==> src/rtl/nor_logic_unit_seq.sv <==
// Multi-cycle bitwise logic unit (NOR/AND/OR/XOR).
// Processes SLICE bits per clock, LSB slice first, under a start/busy/done
// handshake, and raises a zero flag for the completed result.
// WIDTH must be an integer multiple of SLICE.
module nor_logic_unit_seq #(
  parameter int WIDTH = 32,
  parameter int SLICE = 8
) (
  input  logic             clk,
  input  logic             rst_n,
  input  logic             start,
  input  logic [1:0]       op,
  input  logic [WIDTH-1:0] a,
  input  logic [WIDTH-1:0] b,
  output logic             busy,
  output logic             done,
  output logic [WIDTH-1:0] res,
  output logic             zero
);

  localparam int N  = WIDTH / SLICE;
  localparam int CW = (N > 1) ? $clog2(N) : 1;

  typedef enum logic [1:0] {
    IDLE = 2'd0,
    RUN  = 2'd1,
    DONE = 2'd2
  } state_e;

  typedef enum logic [1:0] {
    OP_NOR = 2'b00,
    OP_AND = 2'b01,
    OP_OR  = 2'b10,
    OP_XOR = 2'b11
  } op_e;

  state_e           state_q, state_d;
  logic [CW-1:0]    cnt_q,   cnt_d;
  op_e              op_q,    op_d;
  logic [WIDTH-1:0] a_q,     a_d;
  logic [WIDTH-1:0] b_q,     b_d;
  logic [WIDTH-1:0] res_q,   res_d;
  logic             zero_q,  zero_d;

  logic [SLICE-1:0] a_sl, b_sl, slice_res;
  logic             last_slice;

  assign last_slice = (cnt_q == CW'(N - 1));

  // Select the operand slice addressed by the counter and apply the latched op.
  always_comb begin
    // NOTE: every variable written here gets a default first; a path that
    // leaves one unassigned would infer a latch.
    a_sl = '0;
    b_sl = '0;
    for (int i = 0; i < N; i++) begin
      if (cnt_q == CW'(i)) begin
        a_sl = a_q[i*SLICE +: SLICE];
        b_sl = b_q[i*SLICE +: SLICE];
      end
    end
    unique case (op_q)
      OP_NOR:  slice_res = ~(a_sl | b_sl);
      OP_AND:  slice_res = a_sl & b_sl;
      OP_OR:   slice_res = a_sl | b_sl;
      default: slice_res = a_sl ^ b_sl;
    endcase
  end

  // Next-state logic: accept, per-slice result write, completion and zero flag.
  always_comb begin
    state_d = state_q;
    cnt_d   = cnt_q;
    op_d    = op_q;
    a_d     = a_q;
    b_d     = b_q;
    res_d   = res_q;
    zero_d  = zero_q;
    unique case (state_q)
      RUN: begin
        for (int i = 0; i < N; i++) begin
          if (cnt_q == CW'(i)) res_d[i*SLICE +: SLICE] = slice_res;
        end
        if (last_slice) begin
          state_d = DONE;
          // res_d already carries the slice written on this edge, so the flag
          // reflects the complete result.
          zero_d  = (res_d == '0);
        end else begin
          cnt_d = cnt_q + 1'b1;
        end
      end
      default: begin
        // IDLE and DONE behave alike: a start here is accepted, so back-to-back
        // operations issue one per N+1 cycles. res is left untouched.
        if (start) begin
          state_d = RUN;
          cnt_d   = '0;
          op_d    = op_e'(op);
          a_d     = a;
          b_d     = b;
        end else begin
          state_d = IDLE;
        end
      end
    endcase
  end

  // State and datapath registers.
  always_ff @(posedge clk or negedge rst_n) begin
    // NOTE: the latched operands are ordinary registers, not a memory array,
    // so they are reset along with the rest; an abort leaves no stale state.
    if (!rst_n) begin
      state_q <= IDLE;
      cnt_q   <= '0;
      op_q    <= OP_NOR;
      a_q     <= '0;
      b_q     <= '0;
      res_q   <= '0;
      zero_q  <= 1'b0;
    end else begin
      // NOTE: non-blocking assignments so every register samples the values
      // that existed before this edge, independent of statement order.
      state_q <= state_d;
      cnt_q   <= cnt_d;
      op_q    <= op_d;
      a_q     <= a_d;
      b_q     <= b_d;
      res_q   <= res_d;
      zero_q  <= zero_d;
    end
  end

  // Outputs are decoded straight from registers; no input reaches them combinationally.
  assign busy = (state_q == RUN);
  assign done = (state_q == DONE);
  assign res  = res_q;
  assign zero = zero_q;

endmodule

==> config.mk <==
export PLATFORM = sky130hd
export DESIGN_NAME = nor_logic_unit_seq
export DESIGN_NICKNAME = d
export VERILOG_FILES = /design/src/rtl/nor_logic_unit_seq.sv
export SDC_FILE = /design/constraint.sdc
export NUM_CORES = 1
export LEC_CHECK = 0
export CAP_MARGIN = 20
export CORE_MARGIN = 3
export CORE_UTILIZATION = 45
export DETAILED_ROUTE_END_ITERATION = 8
export PLACE_DENSITY = 0.71
export RECOVER_POWER = 100
export SLEW_MARGIN = 20
export SYNTH_ARGS = -nofsm -noshare
export SYNTH_HDL_FRONTEND = slang
export SYNTH_SLANG_ARGS = --single-unit
==> constraint.sdc <==
create_clock -name clk -period 4.3 [get_ports clk]
set_input_delay 0.645 -clock clk [delete_from_list [all_inputs] [get_ports clk]]
set_output_delay 0.645 -clock clk [all_outputs]
set_load 0.01 [all_outputs]
**Yosys cells after proc, flatten, opt, wreduce, memory -nomap -nowiden**

Index checks and enable logic that the tools add are counted.

- ROM bits: 0
- Register bits: 103
- Bits in latches: 0
- Memories kept: 0
- Word-level logic and storage cells: 52
- RAM bits: 0
- Bits of input ports: 69
- Output and inout bits: 35

- Order comparisons: 0
- Reductions and logical operators: 7
- Divide/modulo/power cells: 0
- Bitwise logic cells: 5
- Muxes and demuxes: 23
- Shift operators: 0
- Add/subtract/negate cells: 1
- Multiply operators: 0
- Equal/unequal tests: 9

Operators by type and width:

| operator | count |
|---|---|
| $mux W8 | 16 |
| $logic_not A32 Y1 | 1 |
| $pmux W8 S3 | 1 |
| $mux W2 | 5 |
| $and A8 B8 Y8 | 1 |
| $eq A2 B2 Y1 const B | 4 |
| $not A8 Y8 | 1 |
| $or A8 B8 Y8 | 1 |
| $xor A8 B8 Y8 | 1 |
| $eq A2 B1 Y1 const B | 3 |
| $reduce_and A2 Y1 | 3 |
| $logic_not A2 Y1 | 2 |
| $add A2 B1 Y2 const B | 1 |
| $ne A2 B1 Y1 const B | 1 |
| $ne A2 B2 Y1 const B | 1 |
| $reduce_bool A2 Y1 | 1 |
| $mux W1 | 1 |
| $not A1 Y1 | 1 |

**Logic depth before layout (Yosys ltp)**

Gate-level depths: netlist of the first run.

- Word-level depth: 11
- Gate-level depth with buffers: 14
- Mapped depth without buffers: 13

**Worst setup path after synthesis of the first run**

Ideal clock, no wire load.

- Path type: flip-flop to flip-flop
- Start point: register cnt_q[0]
- End point: register zero_q, in the netlist zero
- Data required time: 4.213 ns
- Path buffers: 1
- Setup slack: 1.125 ns
- Stages on the path, launching flop included: 14
- Arrival: 3.088 ns
- Library setup time: 0.087 ns
- Period minus slack after synthesis: 3.175 ns
- Cell sequence: dfrtp_1 inv_1 ha_1 nor2b_1 buf_1 a221oi_1 nor3_1 a21o_1 ha_1 or2_1 mux4_2 a211oi_2 o2111ai_1 a211oi_2

- Cells in the longest elaborated chain, start to end: 11
- Elaborated cells on any way between the ends: 27
- Classes of those cells: eq/ne: 3; mux: 17; bitwise: 4; reduce/logical: 3

Ends and longest elaborated chain:

| item | line | text |
|---|---|---|
| from (decl) | 38 | `logic [CW-1:0] cnt_q, cnt_d;` |
| from (signal assigned) | 125 | `cnt_q <= cnt_d;` |
| $logic_not A2 Y1 | 57, 82 |  |
| $mux W8 (4 in series) | 57 | `if (cnt_q == CW'(i)) begin` |
| $or A8 B8 Y8 | 63, 65 |  |
| $not A8 Y8 | 63 | `OP_NOR: slice_res = ~(a_sl \| b_sl);` |
| $pmux W8 S3 | 62 | `unique case (op_q)` |
| $mux W8 | 82 | `if (cnt_q == CW'(i)) res_d[i*SLICE +: SLICE] = slice_res;` |
| $mux W8 | 79 | `unique case (state_q)` |
| $logic_not A32 Y1 | 88 | `zero_d = (res_d == '0);` |
| to (signal assigned) | 130 | `zero_q <= zero_d;` |
| to (decl) | 43 | `logic zero_q, zero_d;` |

Parallel ways exist; a longest one is shown, timed or not. The select of a mux whose other input is x is not followed.
A chain may end at the register's enable or synchronous reset.

**Worst setup path in the final report of the first run**

Same ends and word-level chain as after synthesis.

==> results of run 1 <==
## layout make-up
type                       instances  area, um2
inverter                          20       75.1
fill                             908       4260
clock inverter                     6       75.1
timing repair buffer             110       1060
tap                              136        170
clock buffer                      10        138
sequential                       103       2580
multi-input combinational        294       2190
## cell families (layout without fill, tap and decap cells)
| logic type | Yosys count | after routing | share of synthesized area [%] |
|---|---|---|---|
| AND/OR/NAND/NOR | 106 | 106 | 9.76 |
| flip-flops | 103 | 103 | 51.7 |
| AO/OA/AOI/OAI | 97 | 97 | 13.2 |
| multiplexers | 71 | 71 | 16.3 |
| buffers and inverters | 46 | 146 | 4.06 |
| adder cells (fa/ha/maj) | 20 | 20 | 5.02 |
## path summary, 6_finish.rpt
kind | from | end | slack, ps | cells after the start
min reg2reg | res[24]$_DFFE_PN0P_ | res[24]$_DFFE_PN0P_ | 480 | 2
max | cnt_q[0]$_DFFE_PN0P_ | zero$_DFFE_PN0P_ | 610 | 14
min in group asynchronous | rst_n | res[29]$_DFFE_PN0P_ | 750 | 1
max in group asynchronous | rst_n | res[2]$_DFFE_PN0P_ | 1260 | 2
min | res[24]$_DFFE_PN0P_ | res[24]$_DFFE_PN0P_ | 480 | 2
max reg2reg | cnt_q[0]$_DFFE_PN0P_ | zero$_DFFE_PN0P_ | 610 | 14
## through the flow
stage / cells / setup slack (ps) / power, mW / area [um2]
after floorplan: 443 / 1130 / 3.69 / 4990
after global placement: 663 / 1060 / 4.53 / 6110
after detailed placement: 663 / 937 / 4.67 / 6110
after CTS: 679 / 896 / 5.30 / 6330
after global routing: 679 / 353 / 5.60 / 6290
final: 679 / 607 / 5.14 / 6290
## state kept, by name, summed over array words and instances, names as in the netlist
| register | cells |
|---|---|
| state_q | 2 |
| zero | 1 |
| a_q | 32 |
| b_q | 32 |
| op_q | 2 |
| cnt_q | 2 |
| res | 32 |
## per-layer routing
layer	part of all wire (%)	vias up	track usage, %
met3	5.7	14	3.28
met2	48	114	31.9
met4	1.5	0	5.27
met5	0	-	0
li1	-	1764	-
met1	45	1736	25.7
## synth_stat cells
master / number
nand2_1: 48
a21o_1: 16
dfrtp_1: 103
a222oi_1: 1
a211oi_1: 1
o21ai_2: 2
or2_0: 1
o21ai_1: 12
nor2_1: 18
nor4_1: 4
buf_4: 1
a221oi_1: 14
a211o_1: 5
nand3b_1: 3
o21ai_0: 27
nand2b_1: 2
mux2_1: 2
a211oi_2: 2
o31ai_1: 1
nor3_1: 14
clkbuf_4: 1
or4_1: 2
o2111ai_1: 1
clkbuf_1: 15
mux2_2: 68
or2_1: 2
a21oi_1: 8
a41oi_1: 1
nor2b_1: 12
o21ai_4: 1
ha_1: 20
a31oi_1: 1
o211ai_1: 3
a22o_1: 1
buf_1: 1
buf_6: 2
mux4_2: 1
inv_1: 20
buf_2: 6
## critical path: cells and delay by family, from the launching register on
| family | cells | cell delay (ps) |
|---|---|---|
| AO/OA/AOI/OAI | 6 | 1530 |
| adder cells (fa/ha/maj) | 2 | 450 |
| buffers and inverters | 3 | 700 |
| flip-flops | 1 | 430 |
| AND/OR/NAND/NOR | 3 | 500 |
## power groups by stage
stage               logic, mW  clock network, mW  registers, mW
finish                   2.70              0.638           1.81
global route             3.04              0.687           1.88
CTS                      2.83              0.647           1.82
detailed placement       2.82                  0           1.84
global placement         2.71                  0           1.82
floorplan                1.95                  0           1.74
==> results.md, run 1 <==
* Die area at 12400 um2
* WS Path Type: register to register
* Clk sinks at 103
* Post-Route Setup TNS at 0 ps
* CTS Buf Count at 9
* Die width at 111 um
* Hold Crit Class: register to register
* Post-DP HPWL at 8.79 mm
* Starting DRT DRC Count at 159
* Ports at 104
* Seq/Total Area, Yosys at 51.7%
* Status: complete, but fails checks
* Max Cap Viol at 2
* Cell Chain, Critical Path: inv_1 -> ha_1 -> nor2b_1 -> clkbuf_1 -> a221oi_1 -> nor3_1 -> a21o_1 -> inv_1 -> ha_1 -> nor2b_1 -> a211o_1 -> a222oi_1 -> a31oi_1 -> a211oi_2
* Most frequent cells in the layout: 103 x dfrtp_1, 68 x mux2_2, 66 x clkdlybuf4s50_1
* Post-route ant nets at 0
* Core area at 10600 um2
* Worst stage delay on the critical path at 550 ps
* Max Freq at 0.271 GHz
* Top-area cell type share of the netlist area at 51.7%
* Clock Skews at 16.9 ps
* Critical Path Fanout Max at 14
* Nets at 627
* Height of the die at 111 um
* FP Rows at 37
* Initial antenna violation count at 0
* Vias in the first global route at 3777
* Power Dens Cells at 817 nW/um2
* Internal Power at 3.03 mW
* Slew at the pin closest to its max-slew limit at 1780 ps
* Max VDD drop at 334 uV
* Pleak at 2.85 nW
* Final setup fails at 0
* Syn_area_per_cell at 11.3 um2
* GRT overflow at 0
* Sequential share of power at 35.1%
* Number of antenna diodes at 0
* Hold slack at 482 ps
* Gr usage total at 19.1%
* Combinational share of power at 52.5%
* Failing checks: capacitance limit, slew limit
* Routability cong. at 0.822
* Layout Area Growth over Synthesis at 26.1%
* CP Launch Type: register
* CTS tree: built
* Top cells by area, synth: dfrtp_1 52%, mux2_2 15%, ha_1 5.0%, nand2_1 3.6%, o21ai_0 2.7%
* Relative slew slack at -18.7%
* RSZ-0062 raised after global routing: no
* Fin crit share at 85.9%
* Synth Warn # at 0
* Commonest non-fill, non-tap cell in the layout: dfrtp_1
* Netlist cell types at 39
* Switching pwr at 2.11 mW
* Drt wl/cell at 16.8 um
* Fin. Hold Viols at 0
* Clock power frac at 12.4%
* #FFs+latches synth at 103
* Worst path arrival time at 3980 ps
* Clk pin slew, worst setup/hold paths at 100 ps
* Root Buffer: clkbuf_8
* Worst-case clock buffer depth at 2
* Starting Density at 47.3%
* Setup crit end kind: register
* Finished Core Util at 59.6%
* Syn Nets at 532
* PortBufs at 103
* Global-route wire length before repair at 19.0 mm
* Yosys top cell by area: dfrtp_1
* DRT Pass-1 Iters at 4
* Slew Viols, Final at 106
* Clock latency on the worst-skew pair at 370 ps
* Crit path time final at 3690 ps
* Crit path required time at 4590 ps
* Slowest library cell on the worst path: clkbuf_1
* Vias per inst at 5.34
* Remaining DRCs at 0
* CTS H-tree depth at 3
* Largest net degree at the start of global routing at 73
* Switching share of total power at 41.0%
* Post-cts gate resize count at 0
* Synth Instances at 443
* Netlist Area Pre-Place at 4990 um2
* Via count at 3628
* Number of setup buffers added after CTS at 0
* CTS Hold Buffers Added at 0
* Ratio of cells with drive above 1 in the final layout at 16.9%
* Drt total wl at 11.4 mm
No activity file was read; power rests on OpenSTA's default activity.
==> run 2, diff against run 1 <==
Settings changed: CORE_MARGIN 3 to default, HOLD_SLACK_MARGIN from default to 0.06.
==> results.md, run 2 (synthesized netlist as in run 1, its figures left out) <==
* Post-route ant nets at 0 (unchanged)
* Max Freq at 0.280 GHz (+3.5%)
* Most frequent cells in the layout: 103 x dfrtp_1, 68 x mux2_2, 66 x clkdlybuf4s50_1
* Vias in the first global route at 3647 (-3.4%)
* Hold Crit Class: register to register
* Post-DP HPWL at 8.31 mm (-5.5%)
* Multi-input gate area at 2190 um2 (unchanged)
* Setup crit end kind: register
* Clock Skews at 7.63 ps (-9.25 ps)
* Max Cap Viol at 1 (-1)
* Clk sinks at 103 (unchanged)
* Crit path required time at 4580 ps (about the same)
* Fillers at 989 (+8.9%)
* Worst path arrival time at 3850 ps (-130 ps)
* Worst r2r src: cnt_q[0]$_DFFE_PN0P_
* Ratio of cells with drive above 1 in the final layout at 16.5% (-0.49 points)
* Remaining DRCs at 0 (unchanged)
* Gr usage total at 20.8% (+1.7 points)
* Core area at 10800 um2 (+2.7%)
* Height of the die at 107 um (-3.6%)
* Clock latency on the worst-skew pair at 360 ps (about the same)
* Post-Route Setup TNS at 0 ps (unchanged)
* Drt wl/cell at 16.4 um (-2.8%)
* Starting DRT DRC Count at 139 (-13%)
* Crit path time final at 3570 ps (-125 ps)
* Global-route wire length before repair at 18.3 mm (-4.0%)
* Die area at 11500 um2 (-7.1%)
* DRT Pass-1 Iters at 6 (+2)
* Largest net degree at the start of global routing at 82 (+12%)
* Sequential Area at 2580 um2 (unchanged)
* Worst-case clock buffer depth at 2 (unchanged)
* FP Rows at 38 (+2.7%)
* Critical Path Fanout Max at 14 (unchanged)
* Slew Viols, Final at 82 (-23%)
* Min-delay src: res[28]$_DFFE_PN0P_
* Routed wl met2 at 5.14 mm (-6.7%)
* Final setup fails at 0 (unchanged)
* Status: complete, but fails checks
* Met3 WL post-DR at 473 um (-27%)
* Failing checks: capacitance limit, slew limit
* CP Launch Type: register
* Root Buffer: clkbuf_8
* Clk pin slew, worst setup/hold paths at 90 ps (about the same)
* Commonest non-fill, non-tap cell in the layout: dfrtp_1
* Pleak at 2.83 nW (-0.69%)
* PortBufs at 103 (unchanged)
* WS Path Type: register to register
* Relative slew slack at -31.5% (-13 points)
* Nets at 626 (-0.16%)
* WL met1 at 5.39 mm (+5.5%)
* Number of antenna diodes at 0 (unchanged)
* Die width at 107 um (-3.6%)
* Via count at 3613 (-0.41%)
* GRT overflow at 0 (unchanged)
* Finished Core Util at 57.6% (-2.0 points)
* Fin. Hold Viols at 0 (unchanged)
* CTS Hold Buffers Added at 0 (unchanged)
* CTS tree: built
* Power Dens Cells at 806 nW/um2 (-1.3%)
* Ports at 104 (unchanged)
* Vias per inst at 5.31 (-0.71%)
* Slew at the pin closest to its max-slew limit at 1970 ps (+191 ps)
* Max layer used: met4
* CTS Buf Count at 9 (unchanged)
* Max VDD drop at 270 uV (-19%)
* Layout Area Growth over Synthesis at 25.2%
* Post-cts gate resize count at 0 (unchanged)
* Initial antenna violation count at 0 (unchanged)
* Fin crit share at 83.0% (-2.9 points)
* RSZ-0062 raised after global routing: no
* Critical path startpoint: cnt_q[0]$_DFFE_PN0P_
* CTS H-tree depth at 3 (unchanged)
* Drt total wl at 11.1 mm (-2.5%)
* Number of setup buffers added after CTS at 0 (unchanged)
* Routability cong. at 0.748 (-9.0%)
* Starting Density at 46.0% (-1.2 points)
-- run 2: cell count changes in the layout (fill, tap and decap cells not counted), sizes merged --
cell,before,now
clkinvlp,1,0
inv,23,20
bufinv,1,0
buf,3,4
clkbuf,15,17
-- run 2: path summary, 6_finish.rpt --
path,endpoint,slack (ps),cells past startpoint
setup / recovery,zero$_DFFE_PN0P_,730,13
hold reg to reg,res[28]$_DFFE_PN0P_,480,2
hold / removal,res[28]$_DFFE_PN0P_,480,2
setup reg to reg,zero$_DFFE_PN0P_,730,13
min in group asynchronous,res[29]$_DFFE_PN0P_,820,1
max in group asynchronous,res[5]$_DFFE_PN0P_,1550,2
-- run 2: power by group --
group          internal (mW)  leakage (nW)  switching (mW)
Clock                  0.224        0.0805           0.304
Combinational           1.28          1.51            1.43
Sequential              1.45          1.24           0.346
-- run 2: cell type report --
cell class                      instances  share of cell area (%)
Clock buffer                           14                    2.44
Multi-Input combinational cell        294                    35.1
Sequential cell                       103                    41.3
Timing Repair Buffer                  109                    17.1
Inverter                               20                    1.20
Tap cell                              140                    2.81
Clock inverter                          1                  0.0802
-- run 2: per-layer routing --
metal / track usage, % / vias up
li1: - / 1752
met1: 29.1 / 1750
met2: 33.4 / 101
met3: 3.51 / 10
met4: 5.97 / 0
met5: 0 / -
-- run 2: through the flow --
step                power, mW  setup slack [ps]  hold WS (ps)  std cells  instance area [um2]
finish                   5.03               732           480        681                 6240
detailed placement       4.64               906           470        666                 6110
global route             5.49               450           519        681                 6240
CTS                      5.18               840           486        681                 6270
floorplan                3.69              1130           349        443                 4990
global placement         4.53               985           461        666                 6110
-- run 2: critical path: stages, from the launching register on --
cell      delay [ps]
dfrtp_1          410
inv_1             90
ha_1             290
nor2b_1          160
buf_4            180
a221oi_1         580
nor3_1           120
a21o_1           200
ha_1             280
nor2b_1          110
o21ai_0          100
a222oi_1         550
a41oi_1          200
a211oi_2         190
